## src/rtl/pwm_multicanal.sv

```systemverilog
// pwm_multicanal: multi-channel PWM generator sharing one period counter.
// A programmable prescaler sets the step rate. Edge- and center-aligned modes are supported.
// Duty values are double-buffered and take effect only at a period start.
module pwm_multicanal #(
    parameter int N_CANALES   = 4,
    parameter int ANCHO       = 4,
    parameter int ANCHO_PRESC = 8
) (
    input  logic                         clk,
    input  logic                         rst,
    input  logic                         habilitar,
    input  logic                         modo,
    input  logic [ANCHO_PRESC-1:0]       divisor,
    input  logic [N_CANALES*ANCHO-1:0]   ciclo_trabajo,
    input  logic                         cargar,
    output logic [N_CANALES-1:0]         salidaPWM,
    output logic                         inicio_periodo,
    output logic                         pendiente
);

    logic [ANCHO_PRESC-1:0]             presc;
    logic [ANCHO:0]                     contador;
    logic [ANCHO:0]                     contador_sig;
    logic [N_CANALES-1:0][ANCHO-1:0]    activo;
    logic [N_CANALES-1:0][ANCHO-1:0]    sombra;
    logic [N_CANALES-1:0][ANCHO-1:0]    activo_sig;
    logic [ANCHO-1:0]                   cmp_sig;
    logic [N_CANALES-1:0]               pwm_sig;
    logic                               modo_activo;
    logic                               corriendo;
    logic                               tick;
    logic                               fin_periodo;
    logic                               inicio;
    logic                               avanza;

    // Next counter value, period-start detection and next PWM levels
    always_comb begin
        tick         = (presc >= divisor);
        fin_periodo  = modo_activo ? (&contador) : (&contador[ANCHO-1:0]);
        contador_sig = contador;
        inicio       = 1'b0;
        avanza       = 1'b0;
        // The first enabled clock after idle or reset counts as a period start
        if (!corriendo) begin
            contador_sig = '0;
            inicio       = 1'b1;
            avanza       = 1'b1;
        end else if (tick) begin
            contador_sig = fin_periodo ? '0 : contador + 1'b1;
            inicio       = fin_periodo;
            avanza       = 1'b1;
        end
        activo_sig = (inicio && pendiente) ? sombra : activo;
        cmp_sig    = (modo_activo && contador_sig[ANCHO]) ? ~contador_sig[ANCHO-1:0]
                                                           : contador_sig[ANCHO-1:0];
        for (int unsigned i = 0; i < N_CANALES; i++) begin
            pwm_sig[i] = (cmp_sig < activo_sig[i]);
        end
    end

    // Prescaler, period counter, double buffer and registered outputs
    always_ff @(posedge clk) begin
        if (rst) begin
            presc          <= '0;
            contador       <= '0;
            activo         <= '0;
            sombra         <= '0;
            modo_activo    <= 1'b0;
            corriendo      <= 1'b0;
            salidaPWM      <= '0;
            inicio_periodo <= 1'b0;
            pendiente      <= 1'b0;
        end else begin
            if (!habilitar) begin
                presc          <= '0;
                contador       <= '0;
                corriendo      <= 1'b0;
                salidaPWM      <= '0;
                inicio_periodo <= 1'b0;
            end else begin
                corriendo      <= 1'b1;
                presc          <= avanza ? '0 : presc + 1'b1;
                contador       <= contador_sig;
                inicio_periodo <= inicio;
                if (avanza) begin
                    salidaPWM <= pwm_sig;
                end
                if (inicio) begin
                    activo      <= activo_sig;
                    modo_activo <= modo;
                end
            end
            // A load coinciding with a period start refills the shadow after the old one is applied
            if (cargar) begin
                sombra    <= ciclo_trabajo;
                pendiente <= 1'b1;
            end else if (habilitar && inicio && pendiente) begin
                pendiente <= 1'b0;
            end
        end
    end

endmodule

```

## config.mk

```make
export PLATFORM = sky130hd
export DESIGN_NAME = pwm_multicanal
export DESIGN_NICKNAME = d
export VERILOG_FILES = /design/src/rtl/pwm_multicanal.sv
export SDC_FILE = /design/constraint.sdc
export NUM_CORES = 1
export LEC_CHECK = 0
export ABC_AREA = 0
export BUFFER_PORTS_ARGS = -buffer_cell sky130_fd_sc_hd__buf_2
export CAP_MARGIN = 10
export CELL_PAD_IN_SITES_DETAIL_PLACEMENT = 1
export CELL_PAD_IN_SITES_GLOBAL_PLACEMENT = 2
export CORE_AREA = 2 2 85 103
export CTS_CLUSTER_DIAMETER = 30
export DETAILED_ROUTE_END_ITERATION = 8
export DIE_AREA = 0 0 87 105
export GPL_TIMING_DRIVEN = 0
export PLACE_DENSITY_LB_ADDON = 0.1
export SYNTH_ARGS = -nofsm -noshare
export SYNTH_HDL_FRONTEND = slang
export SYNTH_SLANG_ARGS = --single-unit
```

## constraint.sdc

```tcl
create_clock -name clk -period 7.5 [get_ports clk]
set_clock_uncertainty 0.2 [all_clocks]
set_input_delay 1.125 -clock clk [delete_from_list [all_inputs] [get_ports clk]]
set_output_delay 1.125 -clock clk [all_outputs]
set_load 0.03 [all_outputs]
```

---- After elaboration in Yosys (flattened, before gate mapping) ----
Index checks and enable logic that the tools add are counted.
operators by class
  multiplexer cells ....................... 13
  reductions and logical operators ........ 10
  $lt $le $gt $ge ......................... 5
  bitwise gates (word level) .............. 2
  add/sub/neg operators ................... 2
operators with widths
  cell                 count
  $lt 4x4->1           4
  $mux 16              1
  $mux 5               3
  $add 8x1->8 const B  1
  $ge 8x8->1           1
  $mux 1               8
  $add 5x1->5 const B  1
  $reduce_and 5->1     1
  $logic_and 1x1->1    4
  $mux 4               1
  $not 4->4            1
  $reduce_and 4->1     1
  $reduce_or 3->1      1
  $reduce_and 2->1     1
  $reduce_bool 2->1    1
  $reduce_or 2->1      1
  $not 1->1            1
storage, ports and cells
  output and inout port bits .............. 6
  register bits ........................... 53

---- Depth between registers and ports, before layout ----
  depth in word-level cells ............... 8
  depth in mapped cells ................... 15
  mapped depth without buffers ............ 14

---- Worst setup path before layout ----
No wires, ideal clock.
  path kind ............................... input to register
  start ................................... input port divisor[0]
  end ..................................... register salidaPWM[1]
  buffers on the path ..................... 0
  required time ........................... 7236 ps
  path slack .............................. 3688 ps
  library setup time ...................... 64 ps
  data arrival time ....................... 3548 ps
  stages on the path ...................... 12
  path through ............................ ha_1 nand2b_4 a2111oi_4 o21a_1 nor3_1 a31oi_1 xor2_1 ha_1 a21oi_1 mux2_2 nand3_1 nor2_1
on the way
  word-level cells in the longest chain between the ends .. 6
  elaborated cells on any way between the ends .. 13
RTL lines
  item                                             line    text
  start: declaration                               13      input logic [ANCHO_PRESC-1:0] divisor,
  $ge 8x8->1 *                                     38      tick = (presc >= divisor);
  $mux 5 / $mux 1 (equally long branches)          48      end else if (tick) begin
  $mux 5 / $mux 1 (equally long branches)          44      if (!corriendo) begin
  $logic_and 1x1->1, or another cell as far along  54      cmp_sig = (modo_activo && contador_sig[ANCHO]) ? ~contador_sig[ANCHO-1:0]
  $mux 4 / $mux 16 (equally long branches)         54, 53
  $lt 4x4->1                                       57      pwm_sig[i] = (cmp_sig < activo_sig[i]);
  end signal: assignment                           86      salidaPWM <= pwm_sig;
  end: declaration                                 16      output logic [N_CANALES-1:0] salidaPWM,
Every way passes the cells marked *; elsewhere a longest branch is shown, timed or not.
A chain may end at the register's enable or synchronous reset.

---- Final worst setup path ----
  start ................................... input port divisor[2]
  end ..................................... register salidaPWM[3]
Same word-level chain as after synthesis.

==> impl_results.html <==
<table>
<tr><th>Metric</th><th>Value</th></tr>
<tr><th colspan="2">Synth</th></tr>
<tr><td>Distinct cell type count after synthesis</td><td>38</td></tr>
<tr><td>Fraction of synthesis flops using an asynchronous set or reset pin</td><td>0%</td></tr>
<tr><td>Number of synthesized flops with an enable pin</td><td>0</td></tr>
<tr><td>Proportion of synthesized chip area in sequential cells</td><td>37.31%</td></tr>
<tr><td>Yosys top cell by area</td><td>sky130_fd_sc_hd__dfxtp_1</td></tr>
<tr><td>Net Count, Synth</td><td>355</td></tr>
<tr><td>Post-synthesis instance area</td><td>2844 um2</td></tr>
<tr><td>Average instance area after synthesis</td><td>9.386 um2</td></tr>
<tr><td>Most frequently used cell type in the post-synthesis netlist</td><td>sky130_fd_sc_hd__nor2_1</td></tr>
<tr><td>Number of instances in the synthesized netlist</td><td>303</td></tr>
<tr><td>Post-synth top cells</td><td>sky130_fd_sc_hd__nor2_1, sky130_fd_sc_hd__dfxtp_1, sky130_fd_sc_hd__mux2i_1, sky130_fd_sc_hd__ha_1, sky130_fd_sc_hd__inv_1</td></tr>
<tr><td>Fraction of synthesized cell area taken by the top area cell type</td><td>37.31%</td></tr>
<tr><td>Synthesis-stage register bit count</td><td>53</td></tr>
<tr><td>Primary flip-flop cell chosen by synthesis mapping</td><td>sky130_fd_sc_hd__dfxtp_1</td></tr>
<tr><td>Yosys warnings</td><td>0</td></tr>
<tr><td>Top cells by area in the synthesized netlist</td><td>sky130_fd_sc_hd__dfxtp_1, sky130_fd_sc_hd__mux2i_1, sky130_fd_sc_hd__ha_1, sky130_fd_sc_hd__nor2_1, sky130_fd_sc_hd__mux2_2</td></tr>
<tr><th colspan="2">Critical path</th></tr>
<tr><td>Arr. time, crit path</td><td>4100 ps</td></tr>
<tr><td>Kind of start point of the critical path</td><td>primary input</td></tr>
<tr><td>Endpoint required time on the critical path</td><td>7540 ps</td></tr>
<tr><td>CP Max Fanout</td><td>7</td></tr>
<tr><td>Endpoint kind of the worst setup timing path</td><td>flip-flop</td></tr>
<tr><td>Critical Setup Path Class</td><td>in2reg</td></tr>
<tr><td>Register-to-Register Path Depth</td><td>13</td></tr>
<tr><th colspan="2">Die</th></tr>
<tr><td>IO Pins</td><td>35</td></tr>
<tr><td>Horizontal die dimension</td><td>87 um</td></tr>
<tr><td>Total number of placement rows</td><td>36</td></tr>
<tr><td>Initial cell density of the core</td><td>35.27%</td></tr>
<tr><td>Die footprint</td><td>9135 um2</td></tr>
<tr><td>Die Height</td><td>105 um</td></tr>
<tr><td>Core area</td><td>8063 um2</td></tr>
<tr><th colspan="2">CTS</th></tr>
<tr><td>Number of buffers on the longest clock path</td><td>2</td></tr>
<tr><td>Clock latency on the worst-skew pair</td><td>300 ps</td></tr>
<tr><td># resized after CTS</td><td>0</td></tr>
<tr><td>Root buffer cell</td><td>sky130_fd_sc_hd__clkbuf_8</td></tr>
<tr><td>Count of hold-fix buffers inserted at cts</td><td>0</td></tr>
<tr><td>Setup repair bufs after CTS</td><td>0</td></tr>
<tr><td>Clock tree from TritonCTS</td><td>done</td></tr>
<tr><td>CTS buffer count</td><td>5</td></tr>
<tr><td>Num Clock Sinks</td><td>53</td></tr>
<tr><td>Clock-pin slew on the worst setup and hold paths</td><td>100 ps</td></tr>
<tr><td>Number of H-tree branching levels</td><td>2</td></tr>
<tr><th colspan="2">Final layout</th></tr>
<tr><td>Total number of nets in the final design</td><td>394</td></tr>
<tr><td>Filler cell count</td><td>973</td></tr>
<tr><td>P&amp;R area growth vs syn</td><td>12.98%</td></tr>
<tr><td>Core occupancy in the finished layout</td><td>39.85%</td></tr>
<tr><td>Number of inserted diodes</td><td>0</td></tr>
<tr><td>Layout cells sized above 1</td><td>16.67%</td></tr>
<tr><th colspan="2">Detailed routing</th></tr>
<tr><td>Average wire length per cell after detail routing</td><td>15.61 um</td></tr>
<tr><td>Number of vias per cell after detailed routing</td><td>5.162</td></tr>
<tr><td>Detailed router's first-iteration violation count</td><td>41</td></tr>
<tr><td>Iteration count of the initial detailed-routing pass</td><td>4</td></tr>
<tr><td>Antenna-violating nets left</td><td>0</td></tr>
<tr><td>Final Routed Wirelength</td><td>6820 um</td></tr>
<tr><td>Via count</td><td>2256</td></tr>
<tr><td>Count of unresolved DRC violations after routing</td><td>0</td></tr>
<tr><th colspan="2">GRT</th></tr>
<tr><td>Wire length of the first global-routing pass</td><td>11620 um</td></tr>
<tr><td>Overall fraction of global-route tracks in use</td><td>15.98%</td></tr>
<tr><td>Via count of the first global-routing pass</td><td>2343</td></tr>
<tr><td>Antenna violations before repair</td><td>0</td></tr>
<tr><td>Pin count of the biggest net entering global routing</td><td>16</td></tr>
<tr><td>Remaining global-route overflow</td><td>0</td></tr>
<tr><th colspan="2">STA</th></tr>
<tr><td>Maximum clock rate</td><td>246.2 MHz</td></tr>
<tr><td>Transition time of the tightest slew-check pin</td><td>883.2 ps</td></tr>
<tr><td>Normalized max-slew margin</td><td>41.12%</td></tr>
<tr><td>Minimum period implied by the final worst setup slack</td><td>4061 ps</td></tr>
<tr><td>Final cycle utilization of the critical path</td><td>54.15%</td></tr>
<tr><td>Fin Hold WS</td><td>296.5 ps</td></tr>
<tr><td>Number of slew-limit violations in the final report</td><td>0</td></tr>
<tr><td>Final-report hold violation count</td><td>0</td></tr>
<tr><td>RSZ-0062 raised after global routing</td><td>false</td></tr>
<tr><td>Setup total negative slack</td><td>0 ps</td></tr>
<tr><td>Min setup slack post-route</td><td>3439 ps</td></tr>
<tr><td>Final count of negative-setup-slack endpoints</td><td>0</td></tr>
<tr><th colspan="2">Flow run</th></tr>
<tr><td>Number of max-cap violations</td><td>0</td></tr>
<tr><th colspan="2">Pwr</th></tr>
<tr><td>P_int</td><td>391.2 uW</td></tr>
<tr><td>Portion of total power attributed to the clock network</td><td>32.1%</td></tr>
<tr><td>Worst vdd ir</td><td>0.0001110 V</td></tr>
<tr><td>Switching Power</td><td>135.2 uW</td></tr>
<tr><td>Leakage Power</td><td>0.001470 uW</td></tr>
<tr><td>Combinational share of power</td><td>11.7%</td></tr>
<tr><td>Sw Ratio</td><td>25.68%</td></tr>
<tr><td>Power density relative to cell area</td><td>163.8 nW/um2</td></tr>
<tr><td>Part of the total power dissipated in sequential elements</td><td>56.2%</td></tr>
<tr><th colspan="2">Status</th></tr>
<tr><td>Status</td><td>finished, final reports clean</td></tr>
<tr><th colspan="2">Placement</th></tr>
<tr><td>Final RePlAce weighted congestion</td><td>0.7624</td></tr>
<tr><td>Pre-CTS setup slack</td><td>3048 ps</td></tr>
<tr><td>IO Port Bufs</td><td>32</td></tr>
<tr><td>Detailed placer's ending HPWL</td><td>5286 um</td></tr>
<tr><th colspan="2">Worst hold path</th></tr>
<tr><td>Hold/Removal Path Class</td><td>reg2reg</td></tr>
<tr><td>Worst hold stages</td><td>2</td></tr>
</table>
==> cell type report <==
type	instances	area (um2)	area share (%)
inverters	14	52.55	1.636
clock inverters	1	7.507	0.2336
clock buffers	6	82.58	2.570
plain buffers	14	80.08	2.492
flip-flops and latches	53	1061	33.02
repair buffers	32	160.2	4.984
multi-input cells	222	1650	51.36
well taps	95	118.9	3.699
==> per-stage QoR <==
step	instance area (um2)	cells	total power, uW
6_report	3213	437	526.4
5_1_grt	3213	437	556.0
4_1_cts	3213	437	535.7
3_5_place_dp	3123	430	365.7
3_3_place_gp	3123	430	364.3
2_1_floorplan	2844	303	344.5
==> power by group through the flow <==
stage | Clock [uW] | Combinational [uW] | Sequential (uW)
after floorplan | 0 | 41.5 | 303
after global placement | 0 | 61.8 | 303
after detailed placement | 0 | 63.0 | 303
after CTS | 176 | 63.3 | 296
after global routing | 189 | 69.3 | 297
final | 169 | 61.7 | 296
==> cells in the final DEF, fill, tap and decap left out, drive strengths merged, types with 10 or more instances in the layout <==
master  netlist  layout
nor2         56      56
dfxtp        53      53
mux2i        47      47
buf           5      37
ha           23      23
clkbuf        9      15
inv          14      14
nand3        12      12
a21oi        11      11
nand2        10      10
==> sequential cells by signal (all words and copies together) (netlist names) <==
register / count
presc: 8
salidaPWM: 4
corriendo: 1
sombra: 16
inicio_periodo: 1
activo: 16
pendiente: 1
contador: 5
modo_activo: 1
==> worst paths after layout <==
check | start | end | slack, ps
setup / recovery | divisor[2] | salidaPWM[3] | 3440
hold / removal | activo[4] | activo[4] | 300
setup reg to reg | presc[0] | salidaPWM[3] | 3860
hold reg to reg | activo[4] | activo[4] | 300
==> layer usage <==
metal / up-vias / wire [um] / share of wire (%) / GRT usage (%)
met2: 31 / 3426 / 50 / 28.30
met1: 1075 / 3157 / 46 / 20.23
li1: 1146 / - / - / -
met5: - / 0 / 0 / 0
met4: 0 / 52 / 0.76 / 3.348
met3: 4 / 183 / 2.7 / 2.212
==> cell families (layout without fill, tap and decap cells) <==
group	after synthesis	after routing	share of synthesized area (%)
mux	55	55	19.71
xor+xnor	9	9	2.772
simple gates	96	96	15.18
fa+ha+maj	23	23	10.12
buf+inv	28	67	4.663
compound gates	39	39	10.25
flops	53	53	37.31
==> critical path, cell delays in order <==
cell and delay, ps:
sky130_fd_sc_hd__buf_2 70, sky130_fd_sc_hd__inv_1 30, sky130_fd_sc_hd__ha_1 270, sky130_fd_sc_hd__o21a_1 170, sky130_fd_sc_hd__o21ai_0 430, sky130_fd_sc_hd__o21ai_2 210
sky130_fd_sc_hd__a21oi_4 310, sky130_fd_sc_hd__a31oi_1 220, sky130_fd_sc_hd__xor2_1 430, sky130_fd_sc_hd__ha_1 340, sky130_fd_sc_hd__a21oi_1 150, sky130_fd_sc_hd__mux2_2 160
sky130_fd_sc_hd__nand3_1 70, sky130_fd_sc_hd__nor2_1 100
Power figures use the tool's default switching activity.
